### config.mk
export PLATFORM = sky130hd
export DESIGN_NAME = coffee_order_ctrl
export DESIGN_NICKNAME = d
export VERILOG_FILES = /design/src/rtl/coffee_order_ctrl.sv
export SDC_FILE = /design/constraint.sdc
export NUM_CORES = 1
export LEC_CHECK = 0
export BUFFER_PORTS_ARGS = -buffer_cell sky130_fd_sc_hd__buf_2
export CAP_MARGIN = 20
export CORE_MARGIN = 2
export CORE_UTILIZATION = 35
export CTS_BUF_LIST = sky130_fd_sc_hd__clkbuf_4
export CTS_CLUSTER_SIZE = 24
export DETAILED_ROUTE_END_ITERATION = 6
export PLACE_DENSITY = 0.55
export REMOVE_ABC_BUFFERS = 1
export SLEW_MARGIN = 30
export SYNTH_ARGS = -nofsm -noshare
export SYNTH_HDL_FRONTEND = slang
export SYNTH_SLANG_ARGS = --single-unit
### constraint.sdc
create_clock -name clk -period 2.7 [get_ports clk]
set_input_delay 0.54 -clock clk [delete_from_list [all_inputs] [get_ports clk]]
set_output_delay 0.54 -clock clk [all_outputs]
set_load 0.02 [all_outputs]
### src/rtl/coffee_order_ctrl.sv
// coffee_order_ctrl: customer-side order controller that collects credit, launches a brew and returns change.
module coffee_order_ctrl #(
    parameter int PRICE0      = 3,
    parameter int PRICE1      = 4,
    parameter int PRICE2      = 5,
    parameter int PRICE3      = 6,
    parameter int MAX_CREDIT  = 20,
    parameter int TIMEOUT_CYC = 1000
) (
    input  logic       clk,
    input  logic       reset,
    input  logic       coin_valid,
    input  logic [2:0] coin_value,
    input  logic       sel_valid,
    input  logic [1:0] sel,
    input  logic       cancel,
    input  logic       brew_done,
    output logic       brew_start,
    output logic [1:0] brew_sel,
    output logic [7:0] credit,
    output logic       change_valid,
    output logic [7:0] change_amt,
    output logic       coin_reject,
    output logic       insufficient,
    output logic       fault,
    output logic [2:0] ctrl_state
);
    localparam int CW = $clog2(TIMEOUT_CYC) + 1;

    typedef enum logic [2:0] {
        IDLE      = 3'd0,
        COLLECT   = 3'd1,
        LAUNCH    = 3'd2,
        WAIT_DONE = 3'd3,
        REFUND    = 3'd4,
        FAULT     = 3'd5
    } state_t;

    state_t        state;
    logic [CW-1:0] cnt;
    logic          done_prev;
    logic [8:0]    sum;
    logic [7:0]    price;
    logic          take_coin;

    assign sum   = {1'b0, credit} + {6'd0, coin_value};
    assign price = sel == 2'd0 ? 8'(PRICE0) :
                   sel == 2'd1 ? 8'(PRICE1) :
                   sel == 2'd2 ? 8'(PRICE2) : 8'(PRICE3);
    // A coin is consumed only when no higher-priority event claims the cycle.
    assign take_coin = (state == IDLE || state == COLLECT) && coin_valid && !cancel && !sel_valid &&
                       coin_value != 3'd0 && sum <= 9'(MAX_CREDIT);
    assign ctrl_state = state;

    always_ff @(posedge clk or posedge reset) begin
        if (reset) begin
            state        <= IDLE;
            credit       <= 8'd0;
            brew_sel     <= 2'd0;
            cnt          <= '0;
            done_prev    <= 1'b0;
            brew_start   <= 1'b0;
            change_valid <= 1'b0;
            change_amt   <= 8'd0;
            coin_reject  <= 1'b0;
            insufficient <= 1'b0;
            fault        <= 1'b0;
        end else begin
            brew_start   <= 1'b0;
            change_valid <= 1'b0;
            insufficient <= 1'b0;
            coin_reject  <= coin_valid && !take_coin;
            case (state)
                IDLE: begin
                    if (!cancel && sel_valid) insufficient <= 1'b1;
                    else if (take_coin) begin
                        credit <= sum[7:0];
                        state  <= COLLECT;
                    end
                end
                COLLECT: begin
                    if (cancel) state <= REFUND;
                    else if (sel_valid) begin
                        if (credit >= price) begin
                            brew_sel <= sel;
                            credit   <= credit - price;
                            state    <= LAUNCH;
                        end else insufficient <= 1'b1;
                    end else if (take_coin) credit <= sum[7:0];
                end
                LAUNCH: begin
                    brew_start <= 1'b1;
                    cnt        <= '0;
                    done_prev  <= brew_done;
                    state      <= WAIT_DONE;
                end
                WAIT_DONE: begin
                    done_prev <= brew_done;
                    // Only a fresh rising edge counts, so a level left over from the last brew is ignored.
                    if (brew_done && !done_prev) state <= REFUND;
                    else begin
                        cnt <= cnt + 1'b1;
                        if (cnt == CW'(TIMEOUT_CYC - 1)) begin
                            state <= FAULT;
                            fault <= 1'b1;
                        end
                    end
                end
                REFUND: begin
                    if (credit != 8'd0) begin
                        change_valid <= 1'b1;
                        change_amt   <= credit;
                    end
                    credit <= 8'd0;
                    state  <= IDLE;
                end
                FAULT: fault <= 1'b1;
                default: state <= IDLE;
            endcase
        end
    end
endmodule

==> flow_summary.yaml, run 1 <==
synth:
  synthFlopType: "dfrtp_1"
  syn_inst: 241
  ys_types: 62
  synth.avg_cell_area_um2: 9.688
  synthArstFlopShare: 1.000
  synth_largest_area_cell: "dfrtp_1"
  synth-edff-count: 0
  synthesis.area_um2: 2335
  yosys_warnings: 0
  yosysSeqAreaShare: 0.4073
  synth_top_area_frac: 0.4073
  yosys-top-cells-area: "dfrtp_1 (41%), ha_1 (4.3%), mux2_2 (3.9%)"
  synth_seq_cells: 38
floorplan:
  rows: 29
  dieArea_um2: 7340
  dieHeight_um: 85.68
  io_pins: 37
  initial_core_util: 0.3656
  core_um2: 6386
  die_x_um: 85.68
cells_and_area:
  final_core_util: 0.4363
  syn2layout_area_growth_pct: 19.35
  fin_area_um2: 2786
  finalNetCount: 315
  drive_gt1_frac: 0.2823
  num_antenna_cells: 0
run:
  maxCapViolCount: 0
route:
  drtIter0Drc: 110
  via_per_inst: 5.288
  drt-pass1-iter-count: 4
  wl_per_cell_um: 14.47
  vias: 1962
  drc: 0
  ant_nets: 0
  finalWirelength_um: 5369
grt:
  overflow: 0
  antenna_found_initial: 0
  track_usage: 0.1546
  grt_max_degree: 39
  grt_pass1_vias: 1869
  grt_pass1_wl_um: 9108
setup_path:
  critPathTopFamily: "compound AO/OA/AOI/OAI gates"
  worst_setup_path_start_kind: "register"
  arrival_ns: 2.66
  cp_slowest_stage_delay_ns: 0.40
  path_cells: "ha_1 -> inv_1 -> fa_1 -> buf_4 -> xnor2_1 -> a32oi_1 -> a22oi_2 -> buf_4 -> nor2_2 -> nor3_1 -> a2111oi_2"
  path_class: "reg -> reg"
  critPathBufInv: 3
  cp_max_fo: 4
  required_ns: 2.94
  crit_path_frequent_cell: "buf_4"
  critPathSlowestCell: "dfrtp_1"
  worst_setup_path_end_kind: "register"
timing:
  setup_violations: 0
  slew_violations: 0
  relSlewSlack: 0.6427
  layout_setup_ws_ns: 0.2829
  period_share: 0.8952
  worstMarginPinSlew_ns: 0.5310
  tns_ns: 0
  max_freq_mhz: 413.7
  hold_viol_final: 0
  grt_setup_unrepaired: "no"
  min_period_ns: 2.417
  skew_ns: 0.004310
clock_tree:
  cts-root-buf: "clkbuf_4"
  clockBufferDepth: 2
  cts.sinks: 38
  clk_transition_reported_paths_ns: 0.11
  htreeDepth: 2
  worstSkewPairLatency_ns: 0.34
  ctsHoldBuffers: 0
  cts_tree: "yes"
  cts_buffers: 5
placement:
  place_ws_ns: -0.01081
  io_buffers: 36
  gp_routability_congestion: 0.8107
  dpl-instance-area_um2: 2710
  dp_hpwl_um: 4036
pwr:
  p_per_area_nw_per_um2: 915.2
  worst_ir_drop_vdd_mv: 0.4041
  p_leak_nw: 1.319
worst_hold_path:
  min_path_type: "in -> async"
status:
  status: "complete, no violations"
==> metal layers <==
metal / part of all wire / wire length (um) / global-route usage / up-vias
met5: 0 / 0 / 0 / -
met4: 0.013 / 72 / 0.05483 / 0
met3: 0.028 / 150 / 0.02021 / 6
met2: 0.44 / 2353 / 0.2273 / 36
met1: 0.52 / 2793 / 0.2323 / 943
li1: - / - / - / 977
==> flip-flops by register name (all words and copies together), names as in the netlist <==
register,flops
insufficient,1
coin_reject,1
fault,1
change_amt,8
change_valid,1
ctrl_state,3
done_prev,1
credit,8
brew_start,1
cnt,11
brew_sel,2
==> power by group <==
group          total [mW]  leakage [nW]  switching [mW]  internal (mW)
Sequential          0.857         0.500           0.138          0.719
Combinational        1.32         0.781           0.751          0.570
Clock               0.373        0.0387           0.185          0.187
==> worst paths after layout <==
| kind | from | end | slack (ns) | cells after the start |
|---|---|---|---|---|
| hold reg to reg | fault | fault | 0.47 | 1 |
| min in group clk | brew_done | done_prev | 0.45 | 2 |
| max in group asynchronous | reset | credit[3] | 2.08 | 3 |
| setup / recovery | credit[0] | credit[0] | 0.28 | 11 |
| setup reg to reg | credit[0] | credit[0] | 0.28 | 11 |
| hold / removal | reset | brew_sel[1] | 0.29 | 3 |
==> layout by cell type (no fill, tap or decap), types with 4 or more instances in the layout <==
cell | synthesis | final
a21oi_1 | 9 | 9
and3_1 | 4 | 4
buf_2 | 2 | 36
buf_4 | 0 | 19
clkbuf_4 | 0 | 5
dfrtp_1 | 38 | 38
ha_1 | 8 | 8
inv_1 | 14 | 14
mux2_2 | 8 | 8
nand2_1 | 15 | 15
nand2b_1 | 5 | 5
nand3_1 | 6 | 6
nand4_1 | 5 | 5
nor2_1 | 21 | 21
nor2b_1 | 4 | 4
nor3_1 | 8 | 8
o21ai_0 | 11 | 11
o31ai_1 | 4 | 4
xnor2_1 | 6 | 6
xor2_1 | 6 | 6
==> stage by stage <==
| step | hold slack [ns] | cells | total power, mW |
|---|---|---|---|
| 2_1_floorplan | 0.4715 | 232 | 1.689 |
| 3_3_place_gp | 0.4478 | 364 | 2.176 |
| 3_5_place_dp | 0.4470 | 364 | 2.175 |
| 4_1_cts | 0.2956 | 371 | 2.561 |
| 5_1_grt | 0.3214 | 371 | 2.754 |
| 6_report | 0.2870 | 371 | 2.550 |
==> cells by family (layout without fill, tap and decap cells) <==
kind of cell / count (synthesis) / count (layout) / share of synthesized area
xor gates and xnor gates: 12 / 12 / 0.04502
and+or+nand+nor: 92 / 92 / 0.2272
muxes: 9 / 9 / 0.04287
adders and majority gates: 10 / 10 / 0.06002
buffers and inverters: 23 / 76 / 0.04126
DFF: 38 / 38 / 0.4073
AOI/OAI and AO/OA: 57 / 57 / 0.1763
==> synth_stat cells, types with 3 or more instances <==
cell	count
dfrtp_1	38
nand2_1	15
o31ai_1	4
nor2_1	21
or2_2	3
xnor2_1	6
nor2b_1	4
nand3_1	6
nand2b_1	5
xor2_1	6
o2111a_1	3
nand4_1	5
inv_1	14
nor3_1	8
and3_1	4
o21ai_0	11
ha_1	8
a31oi_1	3
mux2_2	8
o21bai_1	3
clkbuf_1	6
a21oi_1	9
==> worst min-delay path, delay by kind of cell <==
| family | cells | cell delay [ns] |
|---|---|---|
| buffers and inverters | 3 | 0.54 |
==> area by class of cell <==
| type | count | area (um^2) |
|---|---|---|
| clock buffers | 5 | 37.54 |
| clock inverters | 2 | 33.78 |
| fillers | 631 | 3600 |
| inverters | 14 | 52.55 |
| multi-input cells | 180 | 1292 |
| flip-flops and latches | 38 | 950.9 |
| well taps | 77 | 96.34 |
| repair buffers | 55 | 322.8 |
==> repair_timing <==
| action | 4_1_cts | 5_1_grt |
|---|---|---|
| buffers inserted | 0 | 0 |
| gates resized for setup | 0 | 1 |
| endpoints found under the hold margin | 0 | 0 |
| setup endpoints to repair | 0 | 3 |
Power figures use the tool's default switching activity.
==> run 2, diff against run 1 <==
--- a/config.mk
+++ b/config.mk
@@ -12,6 +12,7 @@
 export CTS_BUF_LIST = sky130_fd_sc_hd__clkbuf_4
 export CTS_CLUSTER_SIZE = 24
 export DETAILED_ROUTE_END_ITERATION = 6
+export GPL_ROUTABILITY_DRIVEN = 1
 export PLACE_DENSITY = 0.55
 export REMOVE_ABC_BUFFERS = 1
 export SLEW_MARGIN = 30
==> constraint.sdc (replaced) <==
create_clock -name clk -period 2.7 [get_ports clk]
set_input_delay 0.27 -clock clk [delete_from_list [all_inputs] [get_ports clk]]
set_output_delay 0.27 -clock clk [all_outputs]
set_load 0.02 [all_outputs]
==> flow_summary.yaml, run 2 (synthesized netlist as in run 1, its figures left out) <==
cells_and_area:
  largest_reg_flops: 11
  top_register: "cnt"
  num_antenna_cells: 0
  drive_gt1_frac: 0.2718
  stdcell_count: 364
  final_cell_mix: "dfrtp_1 (38), buf_2 (36), nor2_1 (21), nand2_1 (15), inv_1 (14)"
  syn2layout_area_growth_pct: 16.45
  finalNetCount: 307
  fill_cells: 632
  final_common_cell: "dfrtp_1"
  top_regs: "cnt (11), change_amt (8), credit (8)"
setup_path:
  cp_max_fo: 4
  arrival_ns: 2.74
  critPathTopFamily: "compound AO/OA/AOI/OAI gates"
  worst_setup_path_end_kind: "register"
  path_cells: "ha_2 -> inv_1 -> fa_1 -> nand2b_1 -> a211o_1 -> a22oi_2 -> or2_4 -> nor3_1 -> a2111oi_2"
  worst_setup_path_start_kind: "register"
  critPathSlowestCell: "fa_1"
  critPathBufInv: 1
  cp_slowest_stage_delay_ns: 0.41
  path_class: "reg -> reg"
  required_ns: 2.95
pwr:
  p_per_area_nw_per_um2: 895.8
  worst_ir_drop_vdd_mv: 0.5020
  p_leak_nw: 1.271
route:
  drtIter0Drc: 111
  drc: 0
  vias: 1938
  ant_nets: 0
  wl_per_cell_um: 14.72
  via_per_inst: 5.324
  drt-pass1-iter-count: 4
  finalWirelength_um: 5357
timing:
  relSlewSlack: 0.6726
  tns_ns: 0
  worstMarginPinSlew_ns: 0.4910
  whs_ns: 0.01343
  period_share: 0.9241
  grt_setup_unrepaired: "no"
  min_period_ns: 2.495
  slew_violations: 0
  hold_viol_final: 0
  max_freq_mhz: 400.8
  skew_ns: 0.01313
  setup_violations: 0
clock_tree:
  clk_transition_reported_paths_ns: 0.13
  clockBufferDepth: 2
  cts_tree: "yes"
  cts_setup_buffers: 0
  worstSkewPairLatency_ns: 0.35
  cts_buffers: 5
  cts-root-buf: "clkbuf_4"
  cts.sinks: 38
  htreeDepth: 2
  ctsHoldBuffers: 0
grt:
  track_usage: 0.1569
  grt_pass1_vias: 1841
  grt_max_degree: 39
  antenna_found_initial: 0
  grt_pass1_wl_um: 9135
  overflow: 0
placement:
  gp_routability_congestion: 0.7874
  io_buffers: 36
  dp_cells: 356
  dp_hpwl_um: 3954
status:
  status: "complete, no violations"
floorplan:
  rows: 29
  io_pins: 37
  die_x_um: 85.68
  core_um2: 6386
  dieHeight_um: 85.68
  dieArea_um2: 7340
  initial_core_util: 0.3656
worst_hold_path:
  min_path_type: "in -> async"
run:
  maxCapViolCount: 0
==> run 2: what timing repair did <==
action | CTS | global route
gates resized for setup | 0 | 3
endpoints found under the hold margin | 0 | 0
endpoints found under the setup margin | 0 | 7
==> run 2: worst min-delay path, stage by stage <==
cell   delay, ns
buf_2       0.09
inv_1       0.04
buf_4       0.42
==> run 2: stage by stage <==
step | setup slack, ns | total power [mW] | utilization | instance area, um^2
after floorplan | 0.03335 | 1.689 | - | 2291
after global placement | 0.1406 | 2.123 | 0.4150 | 2650
after detailed placement | 0.09984 | 2.125 | 0.4150 | 2650
after CTS | 0.1048 | 2.433 | 0.4234 | 2704
after global routing | 0.01439 | 2.636 | 0.4257 | 2719
final | 0.2049 | 2.435 | 0.4257 | 2719
==> run 2: path summary, 6_finish.rpt <==
check,startpoint,endpoint,slack (ns),depth (start not counted)
max,credit[0],credit[0],0.20,9
min,reset,brew_sel[0],0.01,3
max reg2reg,credit[0],credit[0],0.20,9
min reg2reg,fault,fault,0.48,1
max in group asynchronous,reset,change_amt[5],2.34,3
min in group clk,brew_done,done_prev,0.17,2
==> run 2: per-layer routing <==
layer	GRT usage	wire, um	vias up
met2	0.2294	2315	42
met3	0.03176	252	6
met5	0	0	-
met1	0.2296	2712	921
met4	0.05628	76	0
li1	-	-	969
==> run 2: area by class of cell <==
| class | count | area [um^2] | share of cell area |
|---|---|---|---|
| repair buffers | 47 | 262.8 | 0.09664 |
| multi-input cells | 180 | 1303 | 0.4791 |
| well taps | 77 | 96.34 | 0.03543 |
| flip-flops and latches | 38 | 950.9 | 0.3497 |
| clock inverters | 3 | 16.27 | 0.005983 |
| inverters | 14 | 52.55 | 0.01933 |
| clock buffers | 5 | 37.54 | 0.01381 |
==> run 2: power by group <==
group / total (mW) / switching, mW / internal [mW]
Combinational: 1.29 / 0.760 / 0.532
Sequential: 0.842 / 0.124 / 0.719
Clock: 0.302 / 0.205 / 0.0970
==> run 3, diff against run 2 <==
--- a/config.mk
+++ b/config.mk
@@ -13,6 +13,7 @@
 export CTS_CLUSTER_SIZE = 24
 export DETAILED_ROUTE_END_ITERATION = 6
 export GPL_ROUTABILITY_DRIVEN = 1
+export GPL_TIMING_DRIVEN = 0
 export PLACE_DENSITY = 0.55
 export REMOVE_ABC_BUFFERS = 1
 export SLEW_MARGIN = 30
==> flow_summary.yaml, run 3 (synthesized netlist as in run 1, its figures left out) <==
timing:
  setup_violations: 0
  whs_ns: 0.1768
  min_period_ns: 2.595
  tns_ns: 0
  skew_ns: 0.01015
  slew_violations: 0
  relSlewSlack: 0.6156
  layout_setup_ws_ns: 0.1048
  worstMarginPinSlew_ns: 0.5740
  hold_viol_final: 0
  grt_setup_unrepaired: "yes"
  period_share: 0.9612
  max_freq_mhz: 385.3
setup_path:
  arrival_ns: 2.88
  worst_setup_path_start_kind: "register"
  cp_max_fo: 11
  path_class: "reg -> reg"
  worst_setup_path_end_kind: "register"
  required_ns: 2.98
clock_tree:
  clockBufferDepth: 2
  clk_transition_reported_paths_ns: 0.12
  cts.sinks: 38
  cts-root-buf: "clkbuf_4"
  htreeDepth: 2
  cts_buffers: 5
  worstSkewPairLatency_ns: 0.35
  cts_tree: "yes"
cells_and_area:
  regArea_um2: 953.4
  stdcell_count: 360
  drive_gt1_frac: 0.2827
  top_register: "cnt"
  finalNetCount: 303
  syn2layout_area_growth_pct: 17.85
  largest_reg_flops: 11
  final_cell_mix: "dfrtp_1 (36), buf_2 (36), nor2_1 (21), nand2_1 (15), inv_1 (13)"
  num_antenna_cells: 0
  final_core_util: 0.4308
  top_regs: "cnt (11), change_amt (8), credit (8)"
  fill_cells: 661
  multi_input_area_um2: 1319
grt:
  grtUsageMet1: 0.2222
  grt_max_degree: 30
  grtUsageMet3: 0.02021
  top_usage_layer: "met2"
  track_usage: 0.1502
  grt_pass1_vias: 1784
  grt_pass1_wl_um: 8825
  antenna_found_initial: 0
  use_met2: 0.2223
  overflow: 0
placement:
  io_buffers: 36
  gp_routability_congestion: 0.8092
  dp_hpwl_um: 3904
  dp_cells: 346
  place_ws_ns: -0.2667
status:
  status: "complete, no violations"
floorplan:
  rows: 29
  io_pins: 37
  die_x_um: 85.68
  initial_core_util: 0.3656
  dieArea_um2: 7340
  core_um2: 6386
  dieHeight_um: 85.68
route:
  drt-pass1-iter-count: 4
  wl_per_cell_um: 14.58
  via_per_inst: 5.303
  ant_nets: 0
  drtIter0Drc: 84
  vias: 1909
  finalWirelength_um: 5249
  drc: 0
pwr:
  p_leak_nw: 1.270
  worst_ir_drop_vdd_mv: 0.3841
  p_per_area_nw_per_um2: 911.8
run:
  maxCapViolCount: 0
worst_hold_path:
  min_path_type: "in -> reg"
==> run 3: changes by cell type in the layout (fill, tap and decap cells not counted), sizes merged <==
cell and delta:
buf -5, clkbuf +2, clkinv -2, bufinv +1
clkinvlp -1, dlygate4sd3 +1
==> run 3: worst max-delay path, stage by stage, from the launching register on <==
cell	delay [ns]
dfrtp_2	0.43
inv_1	0.08
ha_1	0.19
inv_1	0.07
fa_1	0.22
a21oi_1	0.06
o211ai_1	0.47
o21bai_4	0.22
or2_2	0.36
or3b_1	0.36
nand3_1	0.07
==> run 3: routing by layer <==
layer,wire [um],up-vias
li1,-,962
met1,2609,903
met2,2344,39
met3,236,5
met4,60,0
met5,0,-
==> run 3: layout make-up <==
cell class                 count  area share
clock inverter                 1     0.01091
multi-input combinational    180      0.4793
tap                           77     0.03502
clock buffer                   7     0.01910
inverter                      14     0.01910
sequential                    38      0.3465
timing repair buffer          43     0.09004
==> run 3: power by group <==
part	leakage, nW	switching, mW	internal [mW]
logic	0.727	0.674	0.507
clock network	0.0463	0.195	0.217
registers	0.497	0.196	0.720
==> run 3: worst paths after layout <==
| check | cells after the start | startpoint | endpoint | slack (ns) |
|---|---|---|---|---|
| setup / recovery | 10 | credit[0] | credit[6] | 0.10 |
| hold / removal | 2 | brew_done | done_prev | 0.18 |
| setup reg to reg | 10 | credit[0] | credit[6] | 0.10 |
| hold reg to reg | 1 | fault | fault | 0.47 |
| max in group asynchronous | 4 | reset | cnt[1] | 1.90 |
| min in group asynchronous | 3 | reset | brew_sel[0] | 0.37 |
==> run 3: through the flow <==
step                      power, mW  area [um^2]
final                         2.509         2751
after global routing          2.704         2751
after CTS                     2.469         2690
after detailed placement      2.041         2587
after global placement        2.019         2567
after floorplan               1.689         2291
==> run 3: what timing repair did <==
item,4_1_cts,5_1_grt
resized for setup,3,5
hold endpoints to repair,9,0
hold buffers,1,0
setup buffers,0,5
pin swaps,1,2
endpoints found under the setup margin,9,6
gates cloned,0,0
